==> src/rtl/dkong_rom_loader.sv <==
// Routes the HPS ioctl download stream into the Donkey Kong ROM regions, captures
// the mod/DIP bytes and holds the game core in reset until a full ROM image has landed.
module dkong_rom_loader #(
   parameter int CPU_SIZE    = 32768,
   parameter int SND_BASE    = 'hE000,
   parameter int WAV_BASE    = 'h10000,
   parameter int HOLD_CYCLES = 16
) (
   input  logic        clk_sys,
   input  logic        reset,
   input  logic        ioctl_download,
   input  logic [7:0]  ioctl_index,
   input  logic        ioctl_wr,
   input  logic [24:0] ioctl_addr,
   input  logic [7:0]  ioctl_dout,
   output logic        cpu_wr,
   output logic [14:0] cpu_addr,
   output logic        snd_wr,
   output logic [11:0] snd_addr,
   output logic        wav_wr,
   output logic [15:0] wav_addr,
   output logic [7:0]  wr_data,
   output logic [7:0]  mod,
   output logic [63:0] dip_sw,
   output logic        core_reset,
   output logic        rom_ready,
   output logic [15:0] checksum,
   output logic [24:0] byte_count,
   output logic        oor_err
);

   typedef enum logic [1:0] {
      S_IDLE  = 2'd0,
      S_LOAD  = 2'd1,
      S_HOLD  = 2'd2,
      S_READY = 2'd3
   } state_t;

   localparam logic [24:0] L_CPU_END  = 25'(CPU_SIZE);
   localparam logic [24:0] L_SND_BASE = 25'(SND_BASE);
   localparam logic [24:0] L_SND_END  = 25'(SND_BASE + 4096);
   localparam logic [24:0] L_WAV_BASE = 25'(WAV_BASE);
   localparam logic [24:0] L_WAV_END  = 25'(WAV_BASE + 65536);

   state_t      r_state, w_next;
   logic [7:0]  r_hold_cnt;
   logic        r_core_reset, r_rom_ready;
   logic        r_cpu_wr, r_snd_wr, r_wav_wr, r_oor_err;
   logic [14:0] r_cpu_addr;
   logic [11:0] r_snd_addr;
   logic [15:0] r_wav_addr, r_checksum;
   logic [7:0]  r_wr_data, r_mod;
   logic [63:0] r_dip_sw;
   logic [24:0] r_byte_count;

   logic        w_rom_start, w_acc, w_in_cpu, w_in_snd, w_in_wav, w_enter_load;
   logic [11:0] w_snd_off;
   logic [15:0] w_wav_off;
   logic [15:0] w_sum_base;
   logic [24:0] w_cnt_base;
   logic        w_oor_base;

   assign w_rom_start  = ioctl_download & (ioctl_index == 8'd0);
   assign w_acc        = ioctl_wr & w_rom_start;
   assign w_in_cpu     = (ioctl_addr < L_CPU_END);
   assign w_in_snd     = (ioctl_addr >= L_SND_BASE) & (ioctl_addr < L_SND_END);
   assign w_in_wav     = (ioctl_addr >= L_WAV_BASE) & (ioctl_addr < L_WAV_END);
   // Region sizes are powers of two, so the low bits of the difference are the offset.
   assign w_snd_off    = ioctl_addr[11:0] - L_SND_BASE[11:0];
   assign w_wav_off    = ioctl_addr[15:0] - L_WAV_BASE[15:0];
   assign w_enter_load = (w_next == S_LOAD) & (r_state != S_LOAD);
   assign w_sum_base   = w_enter_load ? 16'd0 : r_checksum;
   assign w_cnt_base   = w_enter_load ? 25'd0 : r_byte_count;
   assign w_oor_base   = w_enter_load ? 1'b0 : r_oor_err;

   always_comb begin
      w_next = r_state;
      case (r_state)
         S_IDLE, S_READY: begin
            if (w_rom_start) w_next = S_LOAD;
            else             w_next = r_state;
         end
         S_LOAD: begin
            if (!ioctl_download) w_next = S_HOLD;
            else                 w_next = S_LOAD;
         end
         S_HOLD: begin
            if (w_rom_start)              w_next = S_LOAD;
            else if (r_hold_cnt == 8'd0)  w_next = S_READY;
            else                          w_next = S_HOLD;
         end
         default: w_next = S_IDLE;
      endcase
   end

   always_ff @(posedge clk_sys) begin
      if (reset) begin
         r_state      <= S_IDLE;
         r_hold_cnt   <= 8'd0;
         r_core_reset <= 1'b1;
         r_rom_ready  <= 1'b0;
      end else begin
         r_state      <= w_next;
         r_core_reset <= (w_next != S_READY);
         r_rom_ready  <= (w_next == S_READY);
         if ((r_state == S_LOAD) && (w_next == S_HOLD))
            r_hold_cnt <= 8'(HOLD_CYCLES);
         else if ((r_state == S_HOLD) && (r_hold_cnt != 8'd0))
            r_hold_cnt <= r_hold_cnt - 8'd1;
         else
            r_hold_cnt <= r_hold_cnt;
      end
   end

   // Write pipeline, diagnostics and the side-channel configuration bytes.
   always_ff @(posedge clk_sys) begin
      if (reset) begin
         r_cpu_wr     <= 1'b0;
         r_snd_wr     <= 1'b0;
         r_wav_wr     <= 1'b0;
         r_cpu_addr   <= 15'd0;
         r_snd_addr   <= 12'd0;
         r_wav_addr   <= 16'd0;
         r_wr_data    <= 8'd0;
         r_checksum   <= 16'd0;
         r_byte_count <= 25'd0;
         r_oor_err    <= 1'b0;
         r_mod        <= 8'd0;
         r_dip_sw     <= 64'd0;
      end else begin
         r_cpu_wr   <= w_acc & w_in_cpu;
         r_snd_wr   <= w_acc & w_in_snd;
         r_wav_wr   <= w_acc & w_in_wav;
         r_cpu_addr <= ioctl_addr[14:0];
         r_snd_addr <= w_snd_off;
         r_wav_addr <= w_wav_off;
         r_wr_data  <= ioctl_dout;
         if (w_acc) begin
            r_checksum   <= w_sum_base + {8'd0, ioctl_dout};
            r_byte_count <= w_cnt_base + 25'd1;
            r_oor_err    <= w_oor_base | ~(w_in_cpu | w_in_snd | w_in_wav);
         end else begin
            r_checksum   <= w_sum_base;
            r_byte_count <= w_cnt_base;
            r_oor_err    <= w_oor_base;
         end
         if (ioctl_wr && ioctl_download && (ioctl_index == 8'd1))
            r_mod <= ioctl_dout;
         else
            r_mod <= r_mod;
         if (ioctl_wr && ioctl_download && (ioctl_index == 8'd254) && (ioctl_addr[24:3] == 22'd0))
            r_dip_sw[{ioctl_addr[2:0], 3'b000} +: 8] <= ioctl_dout;
         else
            r_dip_sw <= r_dip_sw;
      end
   end

   assign cpu_wr     = r_cpu_wr;
   assign cpu_addr   = r_cpu_addr;
   assign snd_wr     = r_snd_wr;
   assign snd_addr   = r_snd_addr;
   assign wav_wr     = r_wav_wr;
   assign wav_addr   = r_wav_addr;
   assign wr_data    = r_wr_data;
   assign mod        = r_mod;
   assign dip_sw     = r_dip_sw;
   assign core_reset = r_core_reset;
   assign rom_ready  = r_rom_ready;
   assign checksum   = r_checksum;
   assign byte_count = r_byte_count;
   assign oor_err    = r_oor_err;

endmodule

==> config.mk <==
export PLATFORM = sky130hd
export DESIGN_NAME = dkong_rom_loader
export DESIGN_NICKNAME = d
export VERILOG_FILES = /design/src/rtl/dkong_rom_loader.sv
export SDC_FILE = /design/constraint.sdc
export NUM_CORES = 1
export LEC_CHECK = 0
export CAP_MARGIN = 20
export CORE_ASPECT_RATIO = 1.75
export CORE_MARGIN = 10
export CORE_UTILIZATION = 30
export DETAILED_ROUTE_END_ITERATION = 12
export GPL_ROUTABILITY_DRIVEN = 0
export GPL_TIMING_DRIVEN = 0
export HOLD_SLACK_MARGIN = 0.12
export PLACE_DENSITY = 0.58
export SLEW_MARGIN = 25
export SYNTH_ARGS = -nofsm -noshare
export SYNTH_HDL_FRONTEND = slang
export SYNTH_SLANG_ARGS = --single-unit
==> constraint.sdc <==
create_clock -name clk_sys -period 9.4 [get_ports clk_sys]
set_clock_uncertainty 0.1 [all_clocks]
set_input_delay 1.88 -clock clk_sys [delete_from_list [all_inputs] [get_ports clk_sys]]
set_output_delay 1.88 -clock clk_sys [all_outputs]
set_load 0.02 [all_outputs]
==> impl_metrics.csv, run 1 <==
group,metric,value,unit
status,status,"complete, no violations",
yosys,yosys_most_used_dff,"dfxtp_1",
sta,timing.final.crit_share,0.665,
hold_path,hold_path_class,"flop to flop",
die,die_area,29800,sq um
final_layout,final_core_util,0.439,
worst_setup_path,path_common_cell,"clkbuf_1",
clocking,clock_latency,0.43,ns
yosys,yosys-top-cells-count,"dfxtp_1, nand2_1, nor2_1, a21oi_1, nand3_1",
clocking,clock_path_buffers,2,
global_routing,first_global_vias,6601,
final_layout,fillers,2268,
die,die_x,135,um
die,start_util,0.304,
place,placed_area,9430,sq um
worst_setup_path,critPathBufInv,3,
yosys,synth_top_area_frac,0.443,
sta,finalHoldViolations,0,
pwr,ir_drop,104,uV
worst_setup_path,regToRegSetupSlack,4.37,ns
worst_setup_path,critPathMaxStageDelay,0.82,ns
routing,wl_per_cell,19.2,um
sta,worst_pin_slew,1.00,ns
hold_path,min_path_cells,2,
yosys,synth_nets,857,
pwr,internal_power,1.10,mW
pwr,combPwrFrac,0.097,
global_routing,grt_max_degree,17,
worst_setup_path,crit_path_end_kind,"flop",
sta,max_freq,160,MHz
pwr,seqPwrFrac,0.448,
die,core,22700,sq um
final_layout,seq_area,3060,sq um
final_layout,synthToLayoutAreaGrowth,44.5,%
die,rows,73,
sta,setup-tns-final,0,ns
hold_path,hold_path_startpoint,"dip_sw[60]",
final_layout,post_route_cells_drive_above_1_share,0.0732,
sta,grt_setup_unrepaired,"false",
global_routing,gr-usage-all-layers,0.171,
yosys,synth-seq-cells,153,
routing,drc,0,
clocking,cts_resized,0,
final_layout,final_cell_area,9990,sq um
worst_setup_path,cp_max_fo,10,
worst_setup_path,worstPathRequired,9.61,ns
place,post-place-ws,2.72,ns
yosys,async_flop_share,0,
yosys,yosysMostFrequentCell,"dfxtp_1",
routing,wl,25700,um
sta,final_max_slew_viol_count,0,
place,dp_hpwl,20300,um
yosys,syn_area,6920,sq um
routing,ant_nets,0,
routing,dr.pass1.iters,5,
hold_path,min_to,"dip_sw[60]",
worst_setup_path,startpoint,"ioctl_index[4]",
pwr,power_frac_clock,0.455,
clocking,cts_made_buffers,17,
worst_setup_path,slowest_stage,"a2111oi_2",
yosys,yosysTopAreaCell,"dfxtp_1",
worst_setup_path,crit-reg2reg-launch,"r_state[0]",
worst_setup_path,cp_data_arrival_time,6.46,ns
worst_setup_path,worstSetupPathType,"input port to flop",
routing,via_count,6566,
routing,detail_route.vias_per_cell,4.90,
global_routing,antenna_found_initial,1,
yosys,syn_inst,793,
worst_setup_path,path_cells,"clkdlybuf4s50_1 -> nor4_2 -> a41oi_1 -> or2_1 -> clkbuf_1 -> clkbuf_1 -> and2_1 -> ha_1 -> a21oi_1 -> o2111ai_1 -> a2111oi_2 -> nor3_1 -> mux2i_1",
clocking,cts_tree,"done",
yosys,yosys_warnings,0,
final_layout,multiInputGateArea,3410,sq um
die,io_pins,215,
pwr,switchingPower,364,uW
clocking,clock_sink_count,153,
pwr,swShare,0.248,
clocking,cts_setup_buffers,0,
sta,slew_headroom,0.332,
sta,timing.hold.ws,0.351,ns
yosys,ys_seq_area_frac,0.443,
routing,first_iter_violations,291,
yosys,synth_edf_count,0,
sta,finalSetupViolCount,0,
yosys,synth_cell_types,60,
clocking,cts_max_level,4,
pwr,powerDensity,147,nW/um^2
place,io_buffers,213,
sta,worst_slack,3.15,ns
clocking,root_buffer,"clkbuf_16",
worst_setup_path,start_kind,"input port",
clocking,path_clk_slew,0.06,ns
worst_setup_path,rr_worst_depth,15,
yosys,synth_area_leaders,"dfxtp_1, a21oi_1, nand2_1",
global_routing,overflow,0,
worst_setup_path,crit_family,"compound AO/OA/AOI/OAI gates",
pwr,p_leak,3.51,nW
run,drv_cap,0,
global_routing,grt_pass1_wl,39100,um
sta,fin_crit,6.25,ns
clocking,ctsHoldBuffers,0,
worst_setup_path,r2r-end,"checksum[15]",
yosys,avgSynthCellArea,8.72,sq um
final_layout,layout.nets,1089,
die,die_h,221,um
==> tightest hold or removal path: cells and delay by family, from the launching register on <==
kind / cells / cell delay [ns]
AOI/OAI and AO/OA: 1 / 0.05
DFF: 1 / 0.31
and+or+nand+nor: 1 / 0.05
==> per-stage QoR <==
step,instances,power (mW)
after floorplan,793,0.743
after global placement,1306,0.816
after detailed placement,1306,0.817
after CTS,1338,1.49
after global routing,1338,1.52
final,1339,1.47
==> power groups by stage <==
stage | Combinational (mW) | Clock, mW | Sequential, mW
4_1_cts | 0.144 | 0.683 | 0.658
3_3_place_gp | 0.143 | 0 | 0.673
5_1_grt | 0.154 | 0.710 | 0.659
2_1_floorplan | 0.0641 | 0 | 0.679
3_5_place_dp | 0.144 | 0 | 0.673
6_report | 0.142 | 0.668 | 0.658
==> registers in the layout, summed over array words and instances, names as in the netlist <==
name	flops
r_state	2
rom_ready	1
core_reset	1
wav_addr	2
oor_err	1
wav_wr	1
mod	8
wr_data	8
snd_wr	1
dip_sw	64
checksum	16
cpu_wr	1
cpu_addr	14
byte_count	25
r_hold_cnt	8
==> per-layer routing <==
layer,track usage,share of wire,vias to the layer above
li1,-,-,3237
met1,0.163,0.35,3135
met2,0.323,0.56,159
met3,0.0551,0.064,33
met4,0.0671,0.023,2
met5,0,0.00039,-
==> kinds of logic after synthesis <==
family          synth area share
flops                      0.443
xor+xnor                  0.0380
compound gates            0.0946
buf+inv                   0.0646
simple gates               0.283
fa+ha+maj                 0.0355
mux                       0.0411
==> layout by cell type (no fill, tap or decap), drive strengths merged, types with 5 or more instances in the layout <==
cell             n
inv             18
clkdlybuf4s50  213
nand2           80
xor2            12
and2            12
clkinv           6
a21o             5
and3             6
dfxtp          153
a21oi           65
nor4            18
mux2i           25
nor2            69
or4             19
nand4           25
clkbuf          65
nor2b           22
xnor2           18
o211ai           5
o21ai           11
ha              18
buf             31
nor4b            6
nor3            23
nand3           58
==> worst max path at each step <==
stage,endpoint,cells after the start,slack (ns)
global placement,checksum[15],13,2.34
detailed placement,checksum[15],13,2.72
finish,checksum[15],13,3.15
floorplan,checksum[15],12,4.08
global route,checksum[15],13,2.73
CTS,checksum[15],13,3.12
==> area by class of cell <==
cell class / count / share of cell area
well taps: 300 / 0.0376
diodes: 1 / 0.000250
plain buffers: 75 / 0.0383
clock inverters: 11 / 0.0121
inverters: 17 / 0.00639
repair buffers: 213 / 0.213
clock buffers: 21 / 0.0441
multi-input cells: 548 / 0.341
flip-flops and latches: 153 / 0.306
(Power assumes the default switching activity.)
==> inputs of run 2 (changes only) <==
--- a/config.mk
+++ b/config.mk
@@ -13,7 +13,7 @@
 export GPL_ROUTABILITY_DRIVEN = 0
 export GPL_TIMING_DRIVEN = 0
 export HOLD_SLACK_MARGIN = 0.12
-export PLACE_DENSITY = 0.58
+export PLACE_DENSITY = 0.6
 export SLEW_MARGIN = 25
 export SYNTH_ARGS = -nofsm -noshare
 export SYNTH_HDL_FRONTEND = slang
==> constraint.sdc (replaced) <==
create_clock -name clk_sys -period 5.3 [get_ports clk_sys]
set_clock_uncertainty 0.1 [all_clocks]
set_input_delay 1.06 -clock clk_sys [delete_from_list [all_inputs] [get_ports clk_sys]]
set_output_delay 1.06 -clock clk_sys [all_outputs]
set_load 0.02 [all_outputs]
==> run 2 against run 1 <==
Effect of this change:
- register-to-register slack got worse by 3.6 ns
- worst setup slack lost 2.8 ns
- count of clock-buffer cells in the layout down 1
- power grew 78%
- first-iteration DRC count is 7.2% lower
- hold slack about the same
- cell area rose by 0.30%
- sequential power is 78% higher
- wire length shrank 1.4%
- via count decreased by 0.47%
- largest power group unchanged
==> impl_metrics.csv, run 2 (synthesis results as in run 1) <==
group,metric,value,unit
status,status,"complete, no violations",
clocking,clock_sink_count,153,
routing,wl,25300,um
pwr,finalPower,2.61,mW
global_routing,antenna_found_initial,0,
die,die_x,135,um
clocking,clock_latency,0.43,ns
final_layout,n_antenna_cell,0,
clocking,clock_path_buffers,2,
place,dp_hpwl,20000,um
clocking,cts_made_buffers,17,
routing,detail_route.vias_per_cell,4.88,
global_routing,overflow,0,
routing,drc,0,
worst_setup_path,path_cells,"clkdlybuf4s50_1 -> nor4_4 -> a41oi_2 -> or2_1 -> clkbuf_1 -> clkbuf_1 -> and2_1 -> ha_1 -> fa_1 -> a211oi_1 -> o21ai_0 -> a21oi_1 -> nor4_1 -> a221o_1",
clocking,cts_tree,"done",
worst_setup_path,critPathBufInv,3,
pwr,combPwrFrac,0.097,
clocking,path_clk_slew,0.06,ns
final_layout,largest_reg_flops,64,
sta,final_max_slew_viol_count,0,
pwr,swShare,0.250,
sta,finalHoldViolations,0,
routing,met3_length,1530,um
global_routing,first_global_vias,6672,
final_layout,layout.nets,1089,
routing,dr.pass1.iters,4,
final_layout,post_route_cells_drive_above_1_share,0.0761,
final_layout,final_common_cell,"clkdlybuf4s50_1",
sta,max_freq,200,MHz
routing,ant_nets,0,
routing,first_iter_violations,270,
die,core,22700,sq um
sta,finalSetupViolCount,0,
pwr,internal_power,1.96,mW
worst_setup_path,crit_path_end_kind,"flop",
routing,routed-wl-met2,14100,um
worst_setup_path,path_common_cell,"clkbuf_1",
worst_setup_path,start_kind,"input port",
worst_setup_path,critPathMaxStageDelay,0.50,ns
pwr,switchingPower,651,uW
worst_setup_path,slowest_stage,"nor4_4",
hold_path,hold_path_class,"flop to flop",
global_routing,grt_pass1_wl,38600,um
place,io_buffers,213,
die,start_util,0.304,
sta,fin_crit,4.99,ns
die,die_area,29800,sq um
worst_setup_path,cp_data_arrival_time,5.21,ns
routing,via_count,6535,
final_layout,fillers,2260,
die,rows,73,
clocking,cts_max_level,4,
sta,setup-tns-final,0,ns
routing,wl_met1,8880,um
pwr,p_leak,3.52,nW
routing,routed.top_layer,"met4",
sta,worst_pin_slew,0.936,ns
global_routing,gr-usage-all-layers,0.166,
die,io_pins,215,
worst_setup_path,crit_family,"compound AO/OA/AOI/OAI gates",
clocking,root_buffer,"clkbuf_16",
pwr,seqPwrFrac,0.447,
final_layout,synthToLayoutAreaGrowth,44.9,%
global_routing,grt_max_degree,17,
pwr,power_frac_clock,0.455,
run,drv_cap,0,
final_layout,final_core_util,0.441,
pwr,powerDensity,260,nW/um^2
clocking,ctsHoldBuffers,0,
final_layout,layout_common_cells,"clkdlybuf4s50_1, dfxtp_1, nand2_1, nor2_1, a21oi_1",
routing,wl_per_cell,18.9,um
pwr,ir_drop,182,uV
sta,slew_headroom,0.372,
worst_setup_path,cp_max_fo,10,
sta,worst_slack,0.308,ns
sta,grt_setup_unrepaired,"false",
place,post-place-ws,-0.583,ns
worst_setup_path,worstPathRequired,5.52,ns
sta,timing.final.crit_share,0.942,
die,die_h,221,um
final_layout,final_cell_count_no_fill,1338,
place,place_inst,1306,
worst_setup_path,worstSetupPathType,"input port to flop",
==> run 2: through the flow <==
step / area (sq um) / hold WS (ns)
global route: 10000 / 0.364
CTS: 10000 / 0.352
detailed placement: 9430 / 0.343
finish: 10000 / 0.351
global placement: 9420 / 0.337
floorplan: 6920 / 0.382
==> run 2: worst register-to-register path: stages (launching register included) <==
cell       delay [ns]
dfxtp_1          0.37
inv_1            0.08
ha_1             0.28
clkbuf_1         0.19
or2_1            0.27
a41oi_2          0.35
or2_1            0.16
clkbuf_1         0.27
clkbuf_1         0.44
and2_1           0.26
ha_1             0.25
a21oi_1          0.27
o2111ai_1        0.29
a2111oi_4        0.55
nor3_1           0.15
mux2i_1          0.14
==> run 2: metal layers <==
layer,vias to the layer above,GRT usage
li1,3228,-
met1,3099,0.159
met2,170,0.317
met3,38,0.0479
met4,0,0.0689
met5,-,0
==> run 2: area by class of cell <==
class / count / area, sq um / area share
sequential: 153 / 3060 / 0.306
tap: 300 / 375 / 0.0374
multi-input combinational: 548 / 3450 / 0.344
buffer: 75 / 383 / 0.0382
timing repair buffer: 213 / 2130 / 0.213
clock buffer: 20 / 437 / 0.0436
inverter: 17 / 63.8 / 0.00637
clock inverter: 12 / 124 / 0.0124
==> run 2: power groups by stage <==
stage | Combinational [mW] | Clock [mW] | Sequential, mW
4_1_cts | 0.256 | 1.22 | 1.17
5_1_grt | 0.273 | 1.26 | 1.17
2_1_floorplan | 0.114 | 0 | 1.20
6_report | 0.254 | 1.19 | 1.17
3_3_place_gp | 0.254 | 0 | 1.19
3_5_place_dp | 0.255 | 0 | 1.19
==> run 2: worst paths after layout <==
path,start,to,slack (ns),cells after the start
max,ioctl_index[4],checksum[6],0.31,14
min,dip_sw[23],dip_sw[23],0.35,2
max reg2reg,r_state[0],checksum[15],0.78,15
min reg2reg,dip_sw[23],dip_sw[23],0.35,2
==> run 2: repair_timing <==
item / CTS / global route
endpoints found under the setup margin: 5 / 9
pin swaps: 0 / 1
buffers inserted: 0 / 0
gates resized for setup: 2 / 2
==> RTL edit 1, RTL diff (config.mk and constraints of run 2) <==
Re-encode `state_t` (4 states) as Gray code, 2 bits wide.
--- a/src/rtl/dkong_rom_loader.sv
+++ b/src/rtl/dkong_rom_loader.sv
@@ -30,10 +30,10 @@
 );
 
    typedef enum logic [1:0] {
-      S_IDLE  = 2'd0,
-      S_LOAD  = 2'd1,
-      S_HOLD  = 2'd2,
-      S_READY = 2'd3
+      S_IDLE  = 2'b00,
+      S_LOAD  = 2'b01,
+      S_HOLD  = 2'b11,
+      S_READY = 2'b10
    } state_t;
 
    localparam logic [24:0] L_CPU_END  = 25'(CPU_SIZE);
Formal check against the unedited RTL: no difference found for any inputs over 4 cycles, from zero or initial values and one cycle with reset high; so few cycles prove little.
==> RTL edit 1 against run 2 <==
  * Synthesized area down 5.1%
  * Routed wire length down 9.8%
  * Via count down 10%
  * Total power down 3.1%
  * Combinational power down 20%
  * Final area down 4.0%
  * Sequential cell count unchanged
  * Non-clock buffer count down 14
  * Setup slack better by 270 ps
  * Global-route usage down 0.64 points
==> RTL edit 1: results (changes against run 2) <==
[run_status]
status = finished clean

[yosys]
synthDistinctLibCells = 50  ; -17%
synth_seq_area_share = 0.466  ; +0.0236
synthAdderAreaFrac = 0.0278  ; -0.00764
synth_area_leaders = dfxtp_1, mux2i_1, nor2_1
synth_compound_area_frac = 0.0745  ; -0.0201
synth_xor_area_frac = 0.0293  ; -0.00864
synthMuxAreaShare = 0.104  ; +0.0626

[critical_path]
cp-endpoint = checksum[15]
ff2ff_path_depth = 10  ; -5
reg2reg_slack_ps = 1750  ; +970 ps

[routing]
vias = 5855  ; -10%
dr_wl_met2_um = 12500  ; -12%
wl_met1_um = 8300  ; -6.6%
wl_met3_um = 1650  ; +7.7%

[worst_hold_path]
min_delay_worst_endpoint = dip_sw[28]
min_from = dip_sw[28]

[final_layout]
n_fill_cell = 2144  ; -5.1%
drive_gt1_frac = 0.0751  ; -0.00103
multiInputGateArea_um2 = 3130  ; -9.3%

[global_route]
grt_util_met2 = 0.304  ; -0.0133
grt_use_met3 = 0.0591  ; +0.0112
grt_antenna_before_repair = 1  ; +1
track_usage = 0.160  ; -0.00644

[sta]
relSlewSlack = 0.479  ; +0.106

[cts]
post_cts_resized = 0  ; -2

==> RTL edit 1: layout make-up <==
cell class | count | share of cell area
multi-input combinational | 490 | 0.325
timing repair buffer | 214 | 0.223
inverter | 12 | 0.00468
buffer | 60 | 0.0344
clock buffer | 19 | 0.0470
clock inverter | 11 | 0.0104
sequential | 153 | 0.318
tap | 292 | 0.0380
==> RTL edit 1: power breakdown <==
group / total [mW] / switching, mW / internal [mW] / leakage, nW
sequential: 1.17 / 0.00652 / 1.16 / 1.24
clock: 1.16 / 0.495 / 0.664 / 0.259
combinational: 0.202 / 0.107 / 0.0949 / 2.41
==> RTL edit 1: metrics by stage <==
| stage | setup WS, ps | instances |
|---|---|---|
| 2_1_floorplan | 1130 | 715 |
| 6_report | 576 | 1251 |
| 5_1_grt | 350 | 1251 |
| 3_3_place_gp | 195 | 1221 |
| 3_5_place_dp | 121 | 1221 |
| 4_1_cts | 588 | 1251 |
==> RTL edit 2, RTL diff (flow settings as in run 2) <==
Made on the original files. Set the parameter `CPU_SIZE` to 24576 (it was 32768).
--- a/src/rtl/dkong_rom_loader.sv
+++ b/src/rtl/dkong_rom_loader.sv
@@ -1,7 +1,7 @@
 // Routes the HPS ioctl download stream into the Donkey Kong ROM regions, captures
 // the mod/DIP bytes and holds the game core in reset until a full ROM image has landed.
 module dkong_rom_loader #(
-   parameter int CPU_SIZE    = 32768,
+   parameter int CPU_SIZE    = 24576,
    parameter int SND_BASE    = 'hE000,
    parameter int WAV_BASE    = 'h10000,
    parameter int HOLD_CYCLES = 16
Formal check against the unedited RTL: not equivalent (a bounded check fails within 4 cycles, from zero or initial values and one cycle with reset high).
==> RTL edit 2 against run 2 <==
  * Final area decreased by 0.56%
  * Routed wire length decreased by 0.18%
  * Setup slack improved by 66 ps
  * Die area decreased by 0.28%
  * Fmax increased by 1.3%
  * Cell count decreased by 0.37%
  * Critical path depth decreased by 2
  * Synthesized cell count decreased by 0.76%
  * Synthesized area decreased by 0.33%
  * Total power increased by 7.7%
  * Sequential cell count unchanged
  * First-iteration DRC count increased by 18%
  * Critical path type unchanged
  * Critical endpoint is now checksum[15]
  * Largest cell class unchanged
==> RTL edit 2: results (changes against run 2) <==
[final_layout]
seq_area_frac = 0.307  ; +0.00173
buffers = 282  ; -2.1%
drive_gt1_frac = 0.0736  ; -0.00254
num-nonclk-inverters = 16  ; -1
multi_input_area_share = 0.343  ; -0.000818
clockBufferCount = 18  ; -10%
design_area_um2 = 9970  ; -0.56%
multi_input_gates = 550  ; +0.36%
buffer_area_frac = 0.251  ; about the same
n_fill_cell = 2331  ; +3.1%

[place]
io_buffers = 214  ; +0.47%

[routing]
drt_iter0_drc = 319  ; +18%
viasPerCell = 4.94  ; +1.2%
dr_wl_met2_um = 13300  ; -5.8%
drt_wl_total_um = 25300  ; -0.18%
wl_met1_um = 9630  ; +8.4%

[power_and_ir_drop]
ir_drop_mv = 0.202  ; +11%
p_int_mw = 1.98  ; +1.2%

[global_route]
grt_util_met2 = 0.299  ; -0.0180
grt_pass1_wl_um = 38400  ; -0.54%

[critical_path]
reg2reg_slack_ps = 850  ; +70 ps
ff2ff_path_depth = 13  ; -2
slowest_delay_ps = 580  ; +80 ps
slowest_stage = a31oi_1

[yosys]
synthDistinctLibCells = 56  ; -6.7%
synth_area_leaders = dfxtp_1, nand3_1, mux2i_1
syn-num-nets = 847  ; -1.2%
synth_common_cells = dfxtp_1, nand3_1, nor2_1

[sta]
clock.fmax_mhz = 203  ; +1.3%

[run_status]
status = finished clean

==> RTL edit 2: changes by cell type after synthesis, sizes merged, moves of 4 or more <==
| cell | before | now |
|---|---|---|
| mux2i | 25 | 40 |
| clkbuf | 44 | 35 |
| nand3 | 58 | 82 |
| nor2 | 69 | 81 |
| o21ai | 11 | 40 |
| and4 | 3 | 7 |
| nor3 | 23 | 17 |
| nand2b | 2 | 10 |
| nand4 | 25 | 15 |
| nand3b | 4 | 0 |
| nor4b | 6 | 2 |
| nand2 | 80 | 43 |
| ha | 18 | 14 |
| a21oi | 65 | 33 |
==> RTL edit 2: power by group through the flow <==
stage	registers, mW	logic (mW)	clock network, mW
2_1_floorplan	1.25	0.252	0
3_3_place_gp	1.24	0.438	0
3_5_place_dp	1.24	0.444	0
4_1_cts	1.21	0.446	1.18
5_1_grt	1.22	0.482	1.22
6_report	1.21	0.440	1.16
==> RTL edit 2: per-stage QoR <==
stage / util / hold WS (ps) / instances
6_report: 0.440 / 355 / 1333
2_1_floorplan: - / 348 / 787
4_1_cts: 0.440 / 358 / 1333
5_1_grt: 0.440 / 381 / 1333
3_3_place_gp: 0.415 / 339 / 1301
3_5_place_dp: 0.416 / 349 / 1301
==> RTL edit 2: logic make-up (layout without fill, tap and decap cells) <==
| logic type | after synthesis | after routing | share of synthesized area |
|---|---|---|---|
| simple gates | 358 | 358 | 0.280 |
| flops | 153 | 153 | 0.444 |
| compound gates | 111 | 111 | 0.0951 |
| buf+inv | 84 | 330 | 0.0608 |
| mux | 41 | 41 | 0.0597 |
| xor+xnor | 25 | 25 | 0.0318 |
| fa+ha+maj | 15 | 15 | 0.0283 |
